<file path="src/rtl/mem_arb_bridge_if.sv">
// mem_arb_bridge_if
//   Bundles every signal between the bridge, the core and the shared memory
//   port. The bridge connects through the "master" modport. The core and the
//   memory model connect through the "slave" modport.
//
//   Handshake semantics, in one place:
//   * Core side. inst_req/data_req are level requests. The core holds a
//     request and its attributes until x_stall drops. The matching x_rdata is
//     valid in the first cycle where x_stall is 0. When both stalls are 0 in
//     a cycle, the pipeline advances, and the bridge forgets both completions
//     at that edge.
//   * Memory side. mem_req is the request valid. mem_addr_ok is its ready.
//     The request is accepted on the edge where both are 1. While mem_req is
//     1, mem_wr/mem_sel/mem_addr/mem_wdata hold steady. mem_data_ok is a
//     one-cycle response strobe, and mem_rdata is valid with it. At most one
//     transaction is outstanding.
//
//   Port summary (the bridge's view through "master"):
//     in : inst_req, inst_addr, data_req, data_wr, data_sel, data_addr,
//          data_wdata, flush, mem_addr_ok, mem_data_ok, mem_rdata
//     out: inst_rdata, inst_stall, data_rdata, data_stall, stall_cnt,
//          mem_req, mem_wr, mem_sel, mem_addr, mem_wdata
interface mem_arb_bridge_if #(
  parameter int ADDR_W = 32,
  parameter int DATA_W = 32
);
  localparam int SEL_W = DATA_W / 8;

  // core fetch side
  logic              inst_req;
  logic [ADDR_W-1:0] inst_addr;
  logic [DATA_W-1:0] inst_rdata;
  logic              inst_stall;

  // core data side
  logic              data_req;
  logic              data_wr;
  logic [SEL_W-1:0]  data_sel;
  logic [ADDR_W-1:0] data_addr;
  logic [DATA_W-1:0] data_wdata;
  logic [DATA_W-1:0] data_rdata;
  logic              data_stall;
  logic              flush;
  logic [31:0]       stall_cnt;

  // shared memory port
  logic              mem_req;
  logic              mem_wr;
  logic [SEL_W-1:0]  mem_sel;
  logic [ADDR_W-1:0] mem_addr;
  logic [DATA_W-1:0] mem_wdata;
  logic              mem_addr_ok;
  logic              mem_data_ok;
  logic [DATA_W-1:0] mem_rdata;

  modport master (
    input  inst_req, inst_addr,
    output inst_rdata, inst_stall,
    input  data_req, data_wr, data_sel, data_addr, data_wdata, flush,
    output data_rdata, data_stall, stall_cnt,
    output mem_req, mem_wr, mem_sel, mem_addr, mem_wdata,
    input  mem_addr_ok, mem_data_ok, mem_rdata
  );

  modport slave (
    output inst_req, inst_addr,
    input  inst_rdata, inst_stall,
    output data_req, data_wr, data_sel, data_addr, data_wdata, flush,
    input  data_rdata, data_stall, stall_cnt,
    input  mem_req, mem_wr, mem_sel, mem_addr, mem_wdata,
    output mem_addr_ok, mem_data_ok, mem_rdata
  );
endinterface

</file>
<file path="src/rtl/mem_arb_bridge.sv">
// mem_arb_bridge
//   Arbitrates a core's instruction-fetch and load/store requests onto one
//   shared memory port. Only one memory transaction is outstanding at a time.
//   The request attributes are latched when the transaction starts. Later
//   changes on the core inputs therefore cannot disturb a transaction that is
//   already in flight.
//
//   Ports:
//     clk      rising-edge clock
//     rst      synchronous active-high reset
//     bus      mem_arb_bridge_if.master (core fetch/data side + memory port)
//     state_o  FSM state for observation: 0 IDLE, 1 ISSUE_I, 2 WAIT_I,
//              3 ISSUE_D, 4 WAIT_D
//
//   Parameters:
//     ADDR_W     address width
//     DATA_W     data width (a multiple of 8)
//     DATA_PRIO  1 = data wins simultaneous requests, 0 = fetch wins
module mem_arb_bridge #(
  parameter int ADDR_W    = 32,
  parameter int DATA_W    = 32,
  parameter int DATA_PRIO = 1
) (
  input  logic                  clk,
  input  logic                  rst,
  mem_arb_bridge_if.master      bus,
  output logic [2:0]            state_o
);
  localparam int SEL_W = DATA_W / 8;

  typedef enum logic [2:0] {
    IDLE    = 3'd0,
    ISSUE_I = 3'd1,
    WAIT_I  = 3'd2,
    ISSUE_D = 3'd3,
    WAIT_D  = 3'd4
  } state_t;

  state_t            state_q;
  logic              inst_done_q;
  logic              data_done_q;
  logic              discard_q;   // in-flight fetch was flushed; drop its data
  logic [DATA_W-1:0] inst_rdata_q;
  logic [DATA_W-1:0] data_rdata_q;
  logic              req_q;
  logic              wr_q;
  logic [SEL_W-1:0]  sel_q;
  logic [ADDR_W-1:0] addr_q;
  logic [DATA_W-1:0] wdata_q;
  logic [31:0]       stall_cnt_q;

  logic inst_pend;
  logic data_pend;
  logic data_first;
  logic advance;
  logic fetch_busy;

  assign inst_pend  = bus.inst_req & ~inst_done_q;
  assign data_pend  = bus.data_req & ~data_done_q;
  assign data_first = data_pend & ((DATA_PRIO != 0) | ~inst_pend);
  // With neither stall high, the pipeline moves on and both completions are
  // consumed.
  assign advance    = ~inst_pend & ~data_pend;
  assign fetch_busy = (state_q == ISSUE_I) | (state_q == WAIT_I);

  always_ff @(posedge clk) begin
    if (rst) begin
      state_q      <= IDLE;
      inst_done_q  <= 1'b0;
      data_done_q  <= 1'b0;
      discard_q    <= 1'b0;
      inst_rdata_q <= '0;
      data_rdata_q <= '0;
      req_q        <= 1'b0;
      wr_q         <= 1'b0;
      sel_q        <= '0;
      addr_q       <= '0;
      wdata_q      <= '0;
      stall_cnt_q  <= '0;
    end else begin
      if (advance) begin
        inst_done_q <= 1'b0;
        data_done_q <= 1'b0;
      end
      if (bus.flush) begin
        inst_done_q <= 1'b0;
        if (fetch_busy) discard_q <= 1'b1;
      end
      if (!advance && stall_cnt_q != 32'hFFFF_FFFF) begin
        stall_cnt_q <= stall_cnt_q + 32'd1;
      end

      // Later assignments in this case override the flush/advance updates
      // above for the same edge.
      case (state_q)
        IDLE: begin
          if (data_first) begin
            state_q <= ISSUE_D;
            req_q   <= 1'b1;
            wr_q    <= bus.data_wr;
            sel_q   <= bus.data_wr ? bus.data_sel : '1;
            addr_q  <= bus.data_addr;
            wdata_q <= bus.data_wdata;
          end else if (inst_pend) begin
            state_q <= ISSUE_I;
            req_q   <= 1'b1;
            wr_q    <= 1'b0;
            sel_q   <= '1;
            addr_q  <= bus.inst_addr;
            wdata_q <= '0;
          end
        end
        ISSUE_I: begin
          if (bus.mem_addr_ok) begin
            state_q <= WAIT_I;
            req_q   <= 1'b0;
          end
        end
        WAIT_I: begin
          if (bus.mem_data_ok) begin
            state_q <= IDLE;
            // A flush arriving with the response also discards it.
            if (discard_q || bus.flush) begin
              discard_q <= 1'b0;
            end else begin
              inst_done_q  <= 1'b1;
              inst_rdata_q <= bus.mem_rdata;
            end
          end
        end
        ISSUE_D: begin
          if (bus.mem_addr_ok) begin
            state_q <= WAIT_D;
            req_q   <= 1'b0;
          end
        end
        WAIT_D: begin
          if (bus.mem_data_ok) begin
            state_q     <= IDLE;
            data_done_q <= 1'b1;
            if (!wr_q) data_rdata_q <= bus.mem_rdata;
          end
        end
        default: begin
          state_q <= IDLE;
          req_q   <= 1'b0;
        end
      endcase
    end
  end

  assign bus.inst_rdata = inst_rdata_q;
  assign bus.inst_stall = inst_pend;
  assign bus.data_rdata = data_rdata_q;
  assign bus.data_stall = data_pend;
  assign bus.stall_cnt  = stall_cnt_q;
  assign bus.mem_req    = req_q;
  assign bus.mem_wr     = wr_q;
  assign bus.mem_sel    = sel_q;
  assign bus.mem_addr   = addr_q;
  assign bus.mem_wdata  = wdata_q;
  assign state_o        = state_q;
endmodule

</file>
<file path="src/flat_wrapper.sv">
// flat-port wrapper written by rule: the top's interface ports become plain ports
module mem_arb_bridge_flat 
#(
  parameter int ADDR_W    = 32,
  parameter int DATA_W    = 32,
  parameter int DATA_PRIO = 1
)
  (clk, rst, state_o, bus_inst_req, bus_inst_addr, bus_inst_rdata, bus_inst_stall, bus_data_req, bus_data_wr, bus_data_sel, bus_data_addr, bus_data_wdata, bus_flush, bus_data_rdata, bus_data_stall, bus_stall_cnt, bus_mem_req, bus_mem_wr, bus_mem_sel, bus_mem_addr, bus_mem_wdata, bus_mem_addr_ok, bus_mem_data_ok, bus_mem_rdata);
  mem_arb_bridge_if #(.ADDR_W(ADDR_W), .DATA_W(DATA_W)) bus_i ();
  input  logic clk;
  input  logic rst;
  output logic [2:0] state_o;
  input wire logic [$bits(bus_i.inst_req)-1:0] bus_inst_req;
  input wire logic [$bits(bus_i.inst_addr)-1:0] bus_inst_addr;
  output wire logic [$bits(bus_i.inst_rdata)-1:0] bus_inst_rdata;
  output wire logic [$bits(bus_i.inst_stall)-1:0] bus_inst_stall;
  input wire logic [$bits(bus_i.data_req)-1:0] bus_data_req;
  input wire logic [$bits(bus_i.data_wr)-1:0] bus_data_wr;
  input wire logic [$bits(bus_i.data_sel)-1:0] bus_data_sel;
  input wire logic [$bits(bus_i.data_addr)-1:0] bus_data_addr;
  input wire logic [$bits(bus_i.data_wdata)-1:0] bus_data_wdata;
  input wire logic [$bits(bus_i.flush)-1:0] bus_flush;
  output wire logic [$bits(bus_i.data_rdata)-1:0] bus_data_rdata;
  output wire logic [$bits(bus_i.data_stall)-1:0] bus_data_stall;
  output wire logic [$bits(bus_i.stall_cnt)-1:0] bus_stall_cnt;
  output wire logic [$bits(bus_i.mem_req)-1:0] bus_mem_req;
  output wire logic [$bits(bus_i.mem_wr)-1:0] bus_mem_wr;
  output wire logic [$bits(bus_i.mem_sel)-1:0] bus_mem_sel;
  output wire logic [$bits(bus_i.mem_addr)-1:0] bus_mem_addr;
  output wire logic [$bits(bus_i.mem_wdata)-1:0] bus_mem_wdata;
  input wire logic [$bits(bus_i.mem_addr_ok)-1:0] bus_mem_addr_ok;
  input wire logic [$bits(bus_i.mem_data_ok)-1:0] bus_mem_data_ok;
  input wire logic [$bits(bus_i.mem_rdata)-1:0] bus_mem_rdata;
  assign bus_i.inst_req = bus_inst_req;
  assign bus_i.inst_addr = bus_inst_addr;
  assign bus_inst_rdata = bus_i.inst_rdata;
  assign bus_inst_stall = bus_i.inst_stall;
  assign bus_i.data_req = bus_data_req;
  assign bus_i.data_wr = bus_data_wr;
  assign bus_i.data_sel = bus_data_sel;
  assign bus_i.data_addr = bus_data_addr;
  assign bus_i.data_wdata = bus_data_wdata;
  assign bus_i.flush = bus_flush;
  assign bus_data_rdata = bus_i.data_rdata;
  assign bus_data_stall = bus_i.data_stall;
  assign bus_stall_cnt = bus_i.stall_cnt;
  assign bus_mem_req = bus_i.mem_req;
  assign bus_mem_wr = bus_i.mem_wr;
  assign bus_mem_sel = bus_i.mem_sel;
  assign bus_mem_addr = bus_i.mem_addr;
  assign bus_mem_wdata = bus_i.mem_wdata;
  assign bus_i.mem_addr_ok = bus_mem_addr_ok;
  assign bus_i.mem_data_ok = bus_mem_data_ok;
  assign bus_i.mem_rdata = bus_mem_rdata;
  mem_arb_bridge #(.ADDR_W(ADDR_W), .DATA_W(DATA_W), .DATA_PRIO(DATA_PRIO)) u_core (.clk(clk), .rst(rst), .bus(bus_i), .state_o(state_o));
endmodule
</file>
<file path="config.mk">
export PLATFORM = sky130hd
export DESIGN_NAME = mem_arb_bridge_flat
export DESIGN_NICKNAME = d
export VERILOG_FILES = /design/src/rtl/mem_arb_bridge_if.sv /design/src/rtl/mem_arb_bridge.sv /design/src/flat_wrapper.sv
export SDC_FILE = /design/constraint.sdc
export NUM_CORES = 1
export LEC_CHECK = 0
export ABC_AREA = 1
export CORE_UTILIZATION = 40
export CTS_CLUSTER_DIAMETER = 150
export DETAILED_ROUTE_END_ITERATION = 16
export PLACE_DENSITY = 0.76
export SYNTH_ARGS = -nofsm -noshare
export SYNTH_HDL_FRONTEND = slang
export SYNTH_SLANG_ARGS = --single-unit
</file>
<file path="constraint.sdc">
create_clock -name clk -period 5 [get_ports clk]
set_input_delay 0.5 -clock clk [delete_from_list [all_inputs] [get_ports clk]]
set_output_delay 0.5 -clock clk [all_outputs]
set_load 0.02 [all_outputs]
</file>
Yosys cells after proc, flatten, opt, wreduce, memory -nomap -nowiden
Cells that the tools add are included.
{ "word_totals": {"regBits": 172, "in_bits": 140, "output_inout_bits": 171, "word_cells": 78} }
{ "classes": {"add_sub_neg": 1, "n_eq_ne": 10, "muxes": 32, "bitwise": 11, "reduce_logical": 12} }
{ "op_table": {"columns": ["cell", "count"], "rows": [
  ["$mux 32", 4],
  ["$add 32x1->32 const B", 1],
  ["$ne 32x32->1 const B", 1],
  ["$mux 1", 18],
  ["$mux 3", 5],
  ["$mux 4", 3],
  ["$pmux 3 s4", 1],
  ["$reduce_and 3->1", 3],
  ["$not 1->1", 7],
  ["$eq 3x2->1 const B", 2],
  ["$ne 2x1->1 const B", 2],
  ["$ne 2x2->1 const B", 2],
  ["$reduce_and 4->1", 1],
  ["$reduce_or 2->1", 2],
  ["$and 1x1->1", 3],
  ["$eq 3x1->1 const B", 1],
  ["$eq 3x3->1 const B", 1],
  ["$logic_not 3->1", 1],
  ["$ne 3x1->1 const B", 1],
  ["$pmux 1 s3", 1],
  ["$reduce_and 2->1", 1],
  ["$reduce_bool 2->1", 1],
  ["$logic_and 1x1->1", 1],
  ["$logic_not 1->1", 1],
  ["other kinds (2)", 2]
]} }

Longest topological paths before layout
{ "depth": {"ltp_word": 9, "depth_mapped": 11, "mapped_depth_nobuf": 10} }

Worst setup path before layout
OpenSTA, ideal clock, no wires.
{ "synth_timing": {"path_type": "register to register", "startpoint": "reg u_core.stall_cnt_q[0] (netlist: u_core.bus.stall_cnt[0])", "endpoint": "reg u_core.stall_cnt_q[19] (netlist: u_core.bus.stall_cnt[19])", "setup_time_ns": 0.070, "t_arrival_ns": 1.748, "t_required_ns": 4.930, "path_slack_ns": 3.182, "path_stages_with_launch": 12, "path_buffers": 2, "period_less_slack_ns": 1.818, "path_cell_list": "dfxtp_1 -> ha_1 -> nand2_2 -> nor2_4 -> nand2_4 -> nor2_8 -> nand2_4 -> nand2_4 -> buf_12 -> buf_12 -> nand2_2 -> a21oi_2"} }
{ "synth_between": {"elab_chain_len": 2, "word_cells_on_any_way": 3, "cone_classes": "1 x add/sub; 1 x eq/ne; 1 x reduce/logical"} }
{ "synth_lines": {"columns": ["element", "line_no", "rtl"], "rows": [
  ["start, declared", "mem_arb_bridge.sv:50", "logic [31:0] stall_cnt_q;"],
  ["start signal, assigned", "mem_arb_bridge.sv:90", "stall_cnt_q <= stall_cnt_q + 32'd1;"],
  ["parallel branches: the longest is 2 deep, another holds $add 32x1->32", null, null]
]} }
Several ways; the timed one is not identified.
A chain may end at the register's enable or synchronous reset.

Worst setup path in the final report
{ "layout_timing": {"startpoint": "in bus_data_req", "endpoint": "reg u_core.addr_q[27] (netlist: u_core.bus.mem_addr[27])"} }
{ "layout_between": {"elab_chain_len": 3, "word_cells_on_any_way": 4, "cone_classes": "1 x mux; 1 x bitwise; 2 x reduce/logical"} }
{ "layout_lines": {"columns": ["element", "line_no", "rtl"], "rows": [
  ["start, declared", "flat_wrapper.sv:17", "input wire logic [$bits(bus_i.data_req)-1:0] bus_data_req;"],
  ["$and 1x1->1 (*)", "mem_arb_bridge.sv:59", "assign data_pend = bus.data_req & ~data_done_q;"],
  ["$reduce_bool 2->1 (no source line)", null, null],
  ["$reduce_and 2->1 (no source line)", null, null],
  ["end signal, assigned", "mem_arb_bridge.sv:102", "addr_q <= bus.data_addr;"],
  ["end signal, assigned", "mem_arb_bridge.sv:109", "addr_q <= bus.inst_addr;"],
  ["end, declared", "mem_arb_bridge.sv:48", "logic [ADDR_W-1:0] addr_q;"]
]} }
Mark *: on every way between the ends. The rest lies on a longest branch, timed or not.

==> flow_summary.toml <==
[job]
drv_cap = 0

[timing]
finalHoldViolations = 0
post-route-min-period_ps = 3180
fin_worst_skew_ps = 13.1
finalMaxSlewViolations = 0
maxSlewHeadroom_pct = 28.6
fmax_mhz = 314
post-route-period-util_pct = 63.6
setup_viol = 0
rsz0062_at_grt = "no"
worst_slew_pin_slew_ps = 1070
holdWs_ps = 460
tns_ps = 0

[cts]
clock-sinks = 172
cts_tree = "built"
clk_latency_ps = 440
post_cts_resized = 0
ctsHtreeMaxLevel = 4
cts_made_buffers = 17
cts_setup_buffers = 0
clkTransAtPathRegs_ps = 70
cts_root_buf = "clkbuf_16"
clockBufferDepth = 2
cts_hold_buf = 0

[critical_path]
r2r-start = "u_core.state_o[2]"
crit_path_start_kind = "primary input"
crit_required_ps = 5350
end_kind = "register"
crit_arrival_ps = 3540
cp-endpoint = "u_core.bus.mem_addr[27]"
rr_endpoint = "u_core.bus.mem_addr[27]"
r2r_setup_slack_ps = 1900
startpoint = "bus_data_req"
ff2ff_path_depth = 7
worstPathMaxFanout = 68
critPathKind = "in2reg"

[floorplanning]
rows = 49
die_w_microns = 138
die_height_microns = 138
boundaryPins = 311
coreArea_sq_mm = 0.0180
start_util_pct = 41.0
die-area_sq_mm = 0.0190

[final_layout]
area_growth_pct = 50.9
diodes = 0
utilization_pct = 61.9
drive_above_1_share_pct = 7.63
fin_nets = 1438

[detailed_routing]
dr_total_vias = 7702
drt-total-wl_mm = 23.8
first_iter_violations = 488
drc = 0
antenna_left = 0
firstDrtPassIters = 5
wire_per_inst_microns = 15.4
via_per_inst = 5.00

[global_routing]
grt_overflow_total = 0
grt_antenna_before_repair = 0
track_usage_pct = 25.2
grt_pass1_vias = 7184
grt_max_degree = 69
grt_pass1_wl_mm = 36.8

[logic_synthesis]
synth_area_sq_mm = 0.00739
synth-seq-area-share_pct = 46.6
yosys_warnings = 0
synth_nets = 1163
syn_inst = 1022
synth.avg_cell_area_sq_um = 7.23
ys_types = 30
ys_ff_latch = 172

[power]
vdd_ir_drop_max_mv = 0.222
p_per_area_mw_per_mm2 = 356
p_leak_nw = 4.17

[place]
gp_congestion = 0.904
numPortBuffers = 310
post-dp-hpwl_mm = 17.2

[worst_hold_path]
hold_path.class = "reg2reg"

[outcome]
status = "finished, final reports clean"
==> worst min path at each step <==
stage	startpoint	to	slack, ps	cells past startpoint
6_report	u_core.bus.mem_wdata[27]	u_core.bus.mem_wdata[27]	460	2
5_1_grt	u_core.bus.mem_wdata[10]	u_core.bus.mem_wdata[10]	480	2
4_1_cts	u_core.bus.mem_wdata[20]	u_core.bus.mem_wdata[20]	460	2
3_5_place_dp	u_core.bus.mem_wdata[10]	u_core.bus.mem_wdata[10]	450	2
3_3_place_gp	u_core.bus.mem_wdata[22]	u_core.bus.mem_wdata[22]	450	2
2_1_floorplan	u_core.data_done_q	u_core.data_done_q	450	2
==> per-layer routing <==
layer / track usage [%] / routed length [microns] / vias up
li1: - / - / 3864
met1: 30.0 / 9550 / 3510
met2: 40.7 / 11400 / 265
met3: 7.49 / 1710 / 63
met4: 13.5 / 1110 / 0
met5: 0 / 0 / -
==> where the power goes <==
| group | internal (mW) | switching (mW) |
|---|---|---|
| combinational | 0.430 | 0.553 |
| clock | 0.766 | 0.627 |
| sequential | 1.51 | 0.0847 |
==> synth_stat cells <==
library cell | count | share of area (%)
a211oi_1 | 1 | 0.10
a21oi_1 | 42 | 2.8
a21oi_2 | 20 | 2.4
a31oi_1 | 32 | 2.7
buf_1 | 3 | 0.15
buf_12 | 3 | 0.81
buf_2 | 10 | 0.68
buf_4 | 1 | 0.10
clkbuf_1 | 43 | 2.2
dfxtp_1 | 172 | 47
ha_1 | 1 | 0.17
inv_1 | 39 | 2.0
inv_2 | 4 | 0.20
nand2_1 | 232 | 12
nand2_2 | 20 | 1.7
nand2_4 | 3 | 0.46
nand3_1 | 48 | 3.3
nand3b_1 | 1 | 0.10
nand4_1 | 9 | 0.76
nor2_1 | 198 | 10
nor2_2 | 4 | 0.34
nor2_4 | 5 | 0.76
nor2_8 | 1 | 0.27
nor3_1 | 5 | 0.34
nor3b_1 | 1 | 0.10
o21ai_0 | 104 | 7.0
o21ai_1 | 4 | 0.27
or2_2 | 1 | 0.085
xnor2_1 | 5 | 0.59
xor2_1 | 10 | 1.2
==> area by class of cell <==
type,instances,area [sq um]
tap,229,287
sequential,172,3440
inverter,43,161
clock buffer,17,425
multi-input combinational,747,3500
fill,1616,6870
timing repair buffer,316,3140
clock inverter,15,198
==> cell usage in the layout (no fill, tap or decap), types with 2 or more instances in the layout <==
cell | Yosys | final
clkdlybuf4s50_1 | 0 | 309
nand2_1 | 232 | 232
nor2_1 | 198 | 197
dfxtp_1 | 172 | 172
o21ai_0 | 104 | 104
nand3_1 | 48 | 48
a21oi_1 | 42 | 42
inv_1 | 39 | 37
a31oi_1 | 32 | 32
nand2_2 | 20 | 20
a21oi_2 | 20 | 20
clkbuf_16 | 0 | 17
xor2_1 | 10 | 10
nand4_1 | 9 | 9
inv_2 | 4 | 6
buf_4 | 1 | 6
nor2_4 | 5 | 5
nor2_2 | 4 | 5
nor3_1 | 5 | 5
xnor2_1 | 5 | 5
o21ai_1 | 4 | 4
inv_6 | 0 | 4
inv_8 | 0 | 4
nand2_4 | 3 | 3
clkinv_4 | 0 | 2
bufinv_16 | 0 | 2
clkinv_8 | 0 | 2
==> flip-flops by register name (all words and copies together) (netlist names) <==
name / flops
u_core.bus.mem_req: 1
u_core.bus.mem_sel: 4
u_core.bus.mem_addr: 32
u_core.bus.data_rdata: 32
u_core.bus.inst_rdata: 32
u_core.inst_done_q: 1
u_core.state_o: 3
u_core.bus.stall_cnt: 32
u_core.bus.mem_wr: 1
u_core.bus.mem_wdata: 32
u_core.discard_q: 1
u_core.data_done_q: 1
==> kinds of logic (layout without fill, tap and decap cells) <==
kind of cell,Yosys count,after routing,synth area share [%]
AND/OR/NAND/NOR,528,528,30.0
flip-flops,172,172,46.6
XOR/XNOR,15,15,1.78
adder cells (fa/ha/maj),1,1,0.169
AO/OA/AOI/OAI,203,203,15.3
buffers and inverters,103,391,6.11
==> worst max-delay path: stages <==
cell and delay (ps):
clkdlybuf4s50_1 450, nand2_1 50, buf_4 240, nand2_1 390, nand2_2 530, inv_2 890
o21ai_0 220, a31oi_1 210
==> metrics by stage <==
stage	area (sq um)	worst slack, ps	std cells	total power, mW
2_1_floorplan	7390	3180	1022	2.12
3_3_place_gp	10500	1520	1507	2.60
3_5_place_dp	10500	1350	1507	2.61
4_1_cts	11200	1800	1539	4.00
5_1_grt	11200	1540	1539	4.15
6_report	11200	1820	1539	3.97
Note: power is estimated with default switching activity, not from simulation.
